### src/rtl/mem_arbiter_pkg.sv
// mem_arbiter_pkg: shared widths, FSM state encoding and port indices for
// the two-port memory arbiter.
package mem_arbiter_pkg;

  localparam int DEF_ADDR_W = 14;
  localparam int DEF_DATA_W = 16;

  typedef enum logic [1:0] {
    IDLE = 2'd0,
    BUSY = 2'd1,
    DONE = 2'd2
  } state_t;

  localparam logic P_IFETCH = 1'b0;
  localparam logic P_DATA   = 1'b1;

endpackage

### src/rtl/mem_arbiter_if.sv
// mem_arbiter_if: requester and memory-side signals of the arbiter.
// slave  = the arbiter itself, master = requesters plus memory model.
interface mem_arbiter_if
  import mem_arbiter_pkg::*;
#(
  parameter int ADDR_W = DEF_ADDR_W,
  parameter int DATA_W = DEF_DATA_W
);

  logic              p0_req, p1_req;
  logic              p0_we, p1_we;
  logic [ADDR_W-1:0] p0_addr, p1_addr;
  logic [DATA_W-1:0] p0_wdata, p1_wdata;
  logic              p0_ack, p1_ack;
  logic [DATA_W-1:0] rdata;
  logic              err;
  logic              busy;
  logic [ADDR_W-1:0] mem_addr;
  logic [DATA_W-1:0] mem_data_in;
  logic              mem_we;
  logic [DATA_W-1:0] mem_data_out;

  modport slave (
    input  p0_req, p1_req, p0_we, p1_we, p0_addr, p1_addr,
    input  p0_wdata, p1_wdata, mem_data_out,
    output p0_ack, p1_ack, rdata, err, busy, mem_addr, mem_data_in, mem_we
  );

  modport master (
    output p0_req, p1_req, p0_we, p1_we, p0_addr, p1_addr,
    output p0_wdata, p1_wdata, mem_data_out,
    input  p0_ack, p1_ack, rdata, err, busy, mem_addr, mem_data_in, mem_we
  );

endinterface

### src/rtl/mem_arbiter_rr_arb2.sv
// rr_arb2: two-way round-robin pick. On a tie the port that was not
// served last wins; grant is one-hot or zero.
module rr_arb2 (
  input  logic [1:0] req,
  input  logic       last,
  output logic [1:0] grant
);

  // pick a single winner from the request pair
  always_comb begin
    grant = 2'b00;
    case (req)
      2'b01:   grant = 2'b01;
      2'b10:   grant = 2'b10;
      2'b11:   grant = last ? 2'b01 : 2'b10;
      default: grant = 2'b00;
    endcase
  end

endmodule

### src/rtl/mem_arbiter.sv
// mem_arbiter: two-port (ifetch/data) round-robin memory arbiter.
// One access per IDLE -> BUSY -> DONE pass; memory strobed in BUSY, ack in DONE.
// Optional build macro MEM_ARBITER_ALIGN_CHK_EN: even (incl. zero) addresses
// are rejected with err=1 and never reach memory.
module mem_arbiter
  import mem_arbiter_pkg::*;
#(
  parameter int ADDR_W = DEF_ADDR_W,
  parameter int DATA_W = DEF_DATA_W
) (
  input  logic         clk,
  input  logic         rst,
  mem_arbiter_if.slave bus
);

  state_t            state, state_nx;
  logic              ptr;        // port favoured on the next tie
  logic              win;        // port owning the current/last access
  logic              just_done;  // high in the IDLE cycle right after DONE
  logic              lat_we, lat_bad;
  logic              last_srv;
  logic [1:0]        req_m, grant;
  logic              pick_we, pick_bad;
  logic [ADDR_W-1:0] pick_addr, addr_q;
  logic [DATA_W-1:0] pick_wdata, wdata_q, rdata_q;
  logic              we_q;

  // mask the port just served so the other one gets a turn
  always_comb begin
    req_m = {bus.p1_req, bus.p0_req};
    if (just_done) req_m[win] = 1'b0;
  end

  assign last_srv = ~ptr;

  rr_arb2 u_rr (
    .req  (req_m),
    .last (last_srv),
    .grant(grant)
  );

  // route the winner's request fields and classify the address
  always_comb begin
    pick_we    = grant[1] ? bus.p1_we    : bus.p0_we;
    pick_addr  = grant[1] ? bus.p1_addr  : bus.p0_addr;
    pick_wdata = grant[1] ? bus.p1_wdata : bus.p0_wdata;
`ifdef MEM_ARBITER_ALIGN_CHK_EN
    pick_bad   = ~pick_addr[0];
`else
    pick_bad   = 1'b0;
`endif
  end

  // state register
  always_ff @(posedge clk or posedge rst) begin
    if (rst) state <= IDLE;
    else     state <= state_nx;
  end

  // next-state: fixed three-cycle walk once a grant happens
  always_comb begin
    state_nx = state;
    case (state)
      IDLE:    if (|grant) state_nx = BUSY;
      BUSY:    state_nx = DONE;
      DONE:    state_nx = IDLE;
      default: state_nx = IDLE;
    endcase
  end

  // request latch, memory strobe, read capture and round-robin pointer
  always_ff @(posedge clk or posedge rst) begin
    if (rst) begin
      ptr       <= P_IFETCH;
      win       <= P_IFETCH;
      just_done <= 1'b0;
      lat_we    <= 1'b0;
      lat_bad   <= 1'b0;
      we_q      <= 1'b0;
      addr_q    <= '0;
      wdata_q   <= '0;
      rdata_q   <= '0;
    end else begin
      just_done <= (state == DONE);
      case (state)
        IDLE: begin
          if (|grant) begin
            win     <= grant[1];
            lat_we  <= pick_we;
            lat_bad <= pick_bad;
            if (!pick_bad) begin
              addr_q  <= pick_addr;
              wdata_q <= pick_wdata;
              we_q    <= pick_we;
            end
          end
        end
        BUSY: begin
          we_q <= 1'b0;
          if (!lat_we && !lat_bad) rdata_q <= bus.mem_data_out;
        end
        DONE:    ptr <= ~win;
        default: ;
      endcase
    end
  end

  assign bus.mem_we      = we_q;
  assign bus.mem_addr    = addr_q;
  assign bus.mem_data_in = wdata_q;
  assign bus.rdata       = rdata_q;
  assign bus.p0_ack      = (state == DONE) && (win == P_IFETCH);
  assign bus.p1_ack      = (state == DONE) && (win == P_DATA);
  assign bus.err         = (state == DONE) && lat_bad;
  assign bus.busy        = (state != IDLE);

endmodule

### src/flat_wrapper.sv
// flat-port wrapper written by rule: the top's interface ports become plain ports
module mem_arbiter_flat import mem_arbiter_pkg::*;
#(
  parameter int ADDR_W = DEF_ADDR_W,
  parameter int DATA_W = DEF_DATA_W
)
  (clk, rst, bus_p0_req, bus_p1_req, bus_p0_we, bus_p1_we, bus_p0_addr, bus_p1_addr, bus_p0_wdata, bus_p1_wdata, bus_mem_data_out, bus_p0_ack, bus_p1_ack, bus_rdata, bus_err, bus_busy, bus_mem_addr, bus_mem_data_in, bus_mem_we);
  mem_arbiter_if #(.ADDR_W(ADDR_W), .DATA_W(DATA_W)) bus_i ();
  input  logic clk;
  input  logic rst;
  input wire logic [$bits(bus_i.p0_req)-1:0] bus_p0_req;
  input wire logic [$bits(bus_i.p1_req)-1:0] bus_p1_req;
  input wire logic [$bits(bus_i.p0_we)-1:0] bus_p0_we;
  input wire logic [$bits(bus_i.p1_we)-1:0] bus_p1_we;
  input wire logic [$bits(bus_i.p0_addr)-1:0] bus_p0_addr;
  input wire logic [$bits(bus_i.p1_addr)-1:0] bus_p1_addr;
  input wire logic [$bits(bus_i.p0_wdata)-1:0] bus_p0_wdata;
  input wire logic [$bits(bus_i.p1_wdata)-1:0] bus_p1_wdata;
  input wire logic [$bits(bus_i.mem_data_out)-1:0] bus_mem_data_out;
  output wire logic [$bits(bus_i.p0_ack)-1:0] bus_p0_ack;
  output wire logic [$bits(bus_i.p1_ack)-1:0] bus_p1_ack;
  output wire logic [$bits(bus_i.rdata)-1:0] bus_rdata;
  output wire logic [$bits(bus_i.err)-1:0] bus_err;
  output wire logic [$bits(bus_i.busy)-1:0] bus_busy;
  output wire logic [$bits(bus_i.mem_addr)-1:0] bus_mem_addr;
  output wire logic [$bits(bus_i.mem_data_in)-1:0] bus_mem_data_in;
  output wire logic [$bits(bus_i.mem_we)-1:0] bus_mem_we;
  assign bus_i.p0_req = bus_p0_req;
  assign bus_i.p1_req = bus_p1_req;
  assign bus_i.p0_we = bus_p0_we;
  assign bus_i.p1_we = bus_p1_we;
  assign bus_i.p0_addr = bus_p0_addr;
  assign bus_i.p1_addr = bus_p1_addr;
  assign bus_i.p0_wdata = bus_p0_wdata;
  assign bus_i.p1_wdata = bus_p1_wdata;
  assign bus_i.mem_data_out = bus_mem_data_out;
  assign bus_p0_ack = bus_i.p0_ack;
  assign bus_p1_ack = bus_i.p1_ack;
  assign bus_rdata = bus_i.rdata;
  assign bus_err = bus_i.err;
  assign bus_busy = bus_i.busy;
  assign bus_mem_addr = bus_i.mem_addr;
  assign bus_mem_data_in = bus_i.mem_data_in;
  assign bus_mem_we = bus_i.mem_we;
  mem_arbiter #(.ADDR_W(ADDR_W), .DATA_W(DATA_W)) u_core (.clk(clk), .rst(rst), .bus(bus_i));
endmodule
### config.mk
export PLATFORM = sky130hd
export DESIGN_NAME = mem_arbiter_flat
export DESIGN_NICKNAME = d
export VERILOG_FILES = /design/src/rtl/mem_arbiter_pkg.sv /design/src/rtl/mem_arbiter_if.sv /design/src/rtl/mem_arbiter_rr_arb2.sv /design/src/rtl/mem_arbiter.sv /design/src/flat_wrapper.sv
export SDC_FILE = /design/constraint.sdc
export NUM_CORES = 1
export LEC_CHECK = 0
export CAP_MARGIN = 25
export CELL_PAD_IN_SITES_DETAIL_PLACEMENT = 2
export CELL_PAD_IN_SITES_GLOBAL_PLACEMENT = 2
export CORE_UTILIZATION = 22
export DETAILED_ROUTE_END_ITERATION = 12
export PLACE_DENSITY_LB_ADDON = 0.1
export SLEW_MARGIN = 20
export SYNTH_ARGS = -nofsm -noshare
export SYNTH_HDL_FRONTEND = slang
export SYNTH_SLANG_ARGS = --single-unit
### constraint.sdc
create_clock -name clk -period 2.2 [get_ports clk]
set_clock_uncertainty 0.15 [all_clocks]
set_input_delay 0.66 -clock clk [delete_from_list [all_inputs] [get_ports clk]]
set_output_delay 0.66 -clock clk [all_outputs]
set_load 0.05 [all_outputs]
==> out/qor.yml <==
synth_largest_area_cell: "sky130_fd_sc_hd__dfrtp_1"
timing_hold_violations_final: 0
nFillCells: 1105
first_pass_grt_wire_length_um: 10700
remaining_drc_errors: 0
placement_rows: 37
hold_path.startpoint: "u_core.bus.mem_data_in[9]"
cp-end-kind: "output port"
total_leakage_power_nw: 1.77
yosys.cell_count.top_type: "sky130_fd_sc_hd__dfrtp_1"
period_minus_slack_ns: 2.13
die_width_um: 105
initial_antenna_violation_count: 0
yosys_reg_bits: 53
initial_utilization: 0.227
most_used_standard_cells_in_the_synthesized_netlist: "sky130_fd_sc_hd__dfrtp_1, sky130_fd_sc_hd__o21ai_1, sky130_fd_sc_hd__nand2_1"
vias_per_cell: 4.13
count_of_flip_flops_with_a_built_in_enable_after_synthesis: 0
n_antenna_cell: 0
cts.reportedPaths.clkPinSlew_ns: 0.10
cp_num_buf_inv: 1
initialDrtViolationCount: 31
dp.final_hpwl_um: 5090
slowest_stage: "sky130_fd_sc_hd__dfrtp_1"
ff2ff_path_depth: 5
wire_per_inst_um: 14.0
synthDominantCellAreaShare: 0.565
vias_in_the_first_global_route: 2116
async_flop_share: 1.00
fp.dieArea_um2: 11100
ir_drop_uv: 507
hold_buffers: 0
setup.worst_path.start_class: "register"
layout.nets: 413
drive_above_1_share: 0.268
crit_family: "flip-flops"
core_footprint_um2: 10300
final_min_period_over_clock_period: 0.967
area_taken_by_multi_input_logic_gates_um2: 913
synth-main-ff-cell: "sky130_fd_sc_hd__dfrtp_1"
fin_worst_hold_slack_ns: 0.344
die_height_um: 105
min-delay-path-class: "reg2reg"
finish.utilization: 0.373
largest_net_degree_at_the_start_of_global_routing: 54
fmaxAchievable_mhz: 470
cts_root_buf: "sky130_fd_sc_hd__clkbuf_8"
run_status: "completed"
synth_area_um2: 2350
seqCellArea_um2: 1330
finalInstanceArea_um2: 3850
total_number_of_vias: 1931
yosys.cell_types.count: 21
num_cts_buffers: 5
clock_sink_count: 53
clock_latency_late_sink_ns: 0.29
critical_path.most_common_cell: "sky130_fd_sc_hd__nor2b_2"
rsz0062_at_grt: "yes"
first_pass_iters: 3
top_level_ports: 133
grt.total_usage: 0.123
timing.final.max_slew_violations: 0
power_mw: 6.19
r2r_start: "u_core.win"
clk_path_buf_depth: 2
cp.arrival_ns: 1.32
place_area_um2: 3760
slowest_delay_ns: 0.44
path_class: "reg2out"
timing.critical_path.depth: 3
final_antenna_net_count: 0
cap_viol_max_count: 0
route.final.wire_length_um: 6560
ys_warn_count: 0
register_area_share_after_synthesis: 0.565
min_path_cells: 2
setup_slack_of_the_worst_register_to_register_path_ns: 0.60
io_buffer_count: 131
placement.setup.worst_slack_ns: -0.115
net_count_after_synthesis: 278
path_cells: "nor2b_2, nor2b_2, buf_12"
r2r_end: "u_core.bus.mem_we"
global_route.overflow_total: 0
gp_congestion: 0.662
final-setup-viol-count: 0
postLayoutSetupSlackWorst_ns: 0.0733
synthToLayoutAreaGrowth_pct: 63.8
hold-path-endpoint: "u_core.bus.mem_data_in[9]"
synth_area_leaders: "sky130_fd_sc_hd__dfrtp_1, sky130_fd_sc_hd__mux2i_1, sky130_fd_sc_hd__mux2_2"
power_density_nw_per_um2: 1610
postSynthAreaPerCell_um2: 12.0
htree_levels: 2
crit_required_ns: 1.39
syn-instance-count: 196
path_max_fanout: 4
cts_tree: "built"
==> cell families (layout without fill, tap and decap cells) <==
kind of cell           Yosys count  count (layout)  synth area share
flip-flops                      53              53             0.565
multiplexers                    47              47             0.209
AND/OR/NAND/NOR                 43              43            0.0831
AO/OA/AOI/OAI                   36              36            0.0884
buffers and inverters           16             152            0.0533
other                            1               1           0.00160
==> metrics by stage <==
| step | cells | setup TNS (ns) |
|---|---|---|
| 2_1_floorplan | 196 | 0 |
| 3_3_place_gp | 460 | -1.12 |
| 3_5_place_dp | 460 | -1.79 |
| 4_1_cts | 468 | 0 |
| 5_1_grt | 468 | -0.0281 |
| 6_report | 468 | 0 |
==> per-layer routing <==
metal  up-vias  GRT usage  routed length, um
met4         0     0.0241                 27
li1        930          -                  -
met5         -          0                  0
met1       930      0.146               2700
met2        69      0.222               3420
met3         2     0.0322                418
==> worst max path at each step <==
stage / start / slack, ns / end
floorplan: u_core.state[0] / 0.07 / bus_p0_ack
global placement: bus_p1_req / -0.06 / u_core.lat_we
detailed placement: bus_p1_req / -0.12 / u_core.bus.mem_we
CTS: u_core.state[0] / 0.06 / bus_p0_ack
global route: u_core.state[0] / -0.02 / bus_p1_ack
finish: u_core.state[0] / 0.07 / bus_p0_ack
==> tightest hold or removal path, stage by stage (launching register included) <==
cell                      delay, ns
sky130_fd_sc_hd__dfrtp_1       0.35
sky130_fd_sc_hd__nand2_1       0.05
sky130_fd_sc_hd__o21ai_1       0.06
==> report_power, final <==
| part | total [mW] | internal, mW | switching [mW] |
|---|---|---|---|
| Clock | 0.527 | 0.227 | 0.300 |
| Combinational | 3.92 | 1.39 | 2.53 |
| Sequential | 1.74 | 1.47 | 0.277 |
| Total | 6.19 | 3.09 | 3.10 |
==> sequential cells by signal, indices dropped and copies added (netlist names) <==
name / count
u_core.bus.mem_data_in: 16
u_core.bus.rdata: 16
u_core.bus.mem_addr: 14
u_core.state: 2
u_core.bus.mem_we: 1
u_core.just_done: 1
u_core.lat_we: 1
u_core.ptr: 1
u_core.win: 1
==> cell usage in the layout, fill, tap and decap left out <==
cell                              netlist  final
sky130_fd_sc_hd__nor2_2                 1      1
sky130_fd_sc_hd__a21boi_2               1      1
sky130_fd_sc_hd__mux2_2                16     16
sky130_fd_sc_hd__inv_1                  4      3
sky130_fd_sc_hd__and2_1                 1      1
sky130_fd_sc_hd__buf_12                 0      7
sky130_fd_sc_hd__clkbuf_1               2      3
sky130_fd_sc_hd__buf_4                  1     52
sky130_fd_sc_hd__clkdlybuf4s50_1        0     81
sky130_fd_sc_hd__mux2i_1               31     31
sky130_fd_sc_hd__inv_2                  0      1
sky130_fd_sc_hd__nand3_1                1      1
sky130_fd_sc_hd__dfrtp_1               53     53
sky130_fd_sc_hd__conb_1                 1      1
sky130_fd_sc_hd__o221ai_4               0      1
sky130_fd_sc_hd__o21ai_1               33     33
sky130_fd_sc_hd__nand2b_1               1      1
sky130_fd_sc_hd__nand2b_4               2      2
sky130_fd_sc_hd__nor2b_2                0      2
sky130_fd_sc_hd__nor2_1                 3      3
sky130_fd_sc_hd__nand2_1               32     32
sky130_fd_sc_hd__clkbuf_8               0      5
sky130_fd_sc_hd__o21ai_4                1      1
==> timing repair <==
action	in CTS	in global routing
setup buffers	0	0
endpoints found under the hold margin	0	0
endpoints found under the setup margin	2	2
resized for setup	2	0
==> layout make-up <==
class                   count  share of cell area
repair buffers            140               0.349
flip-flops and latches     53               0.345
multi-input cells         127               0.237
well taps                 136              0.0442
clock buffers               8              0.0208
inverters                   4             0.00390
No activity file was read; power rests on OpenSTA's default activity.
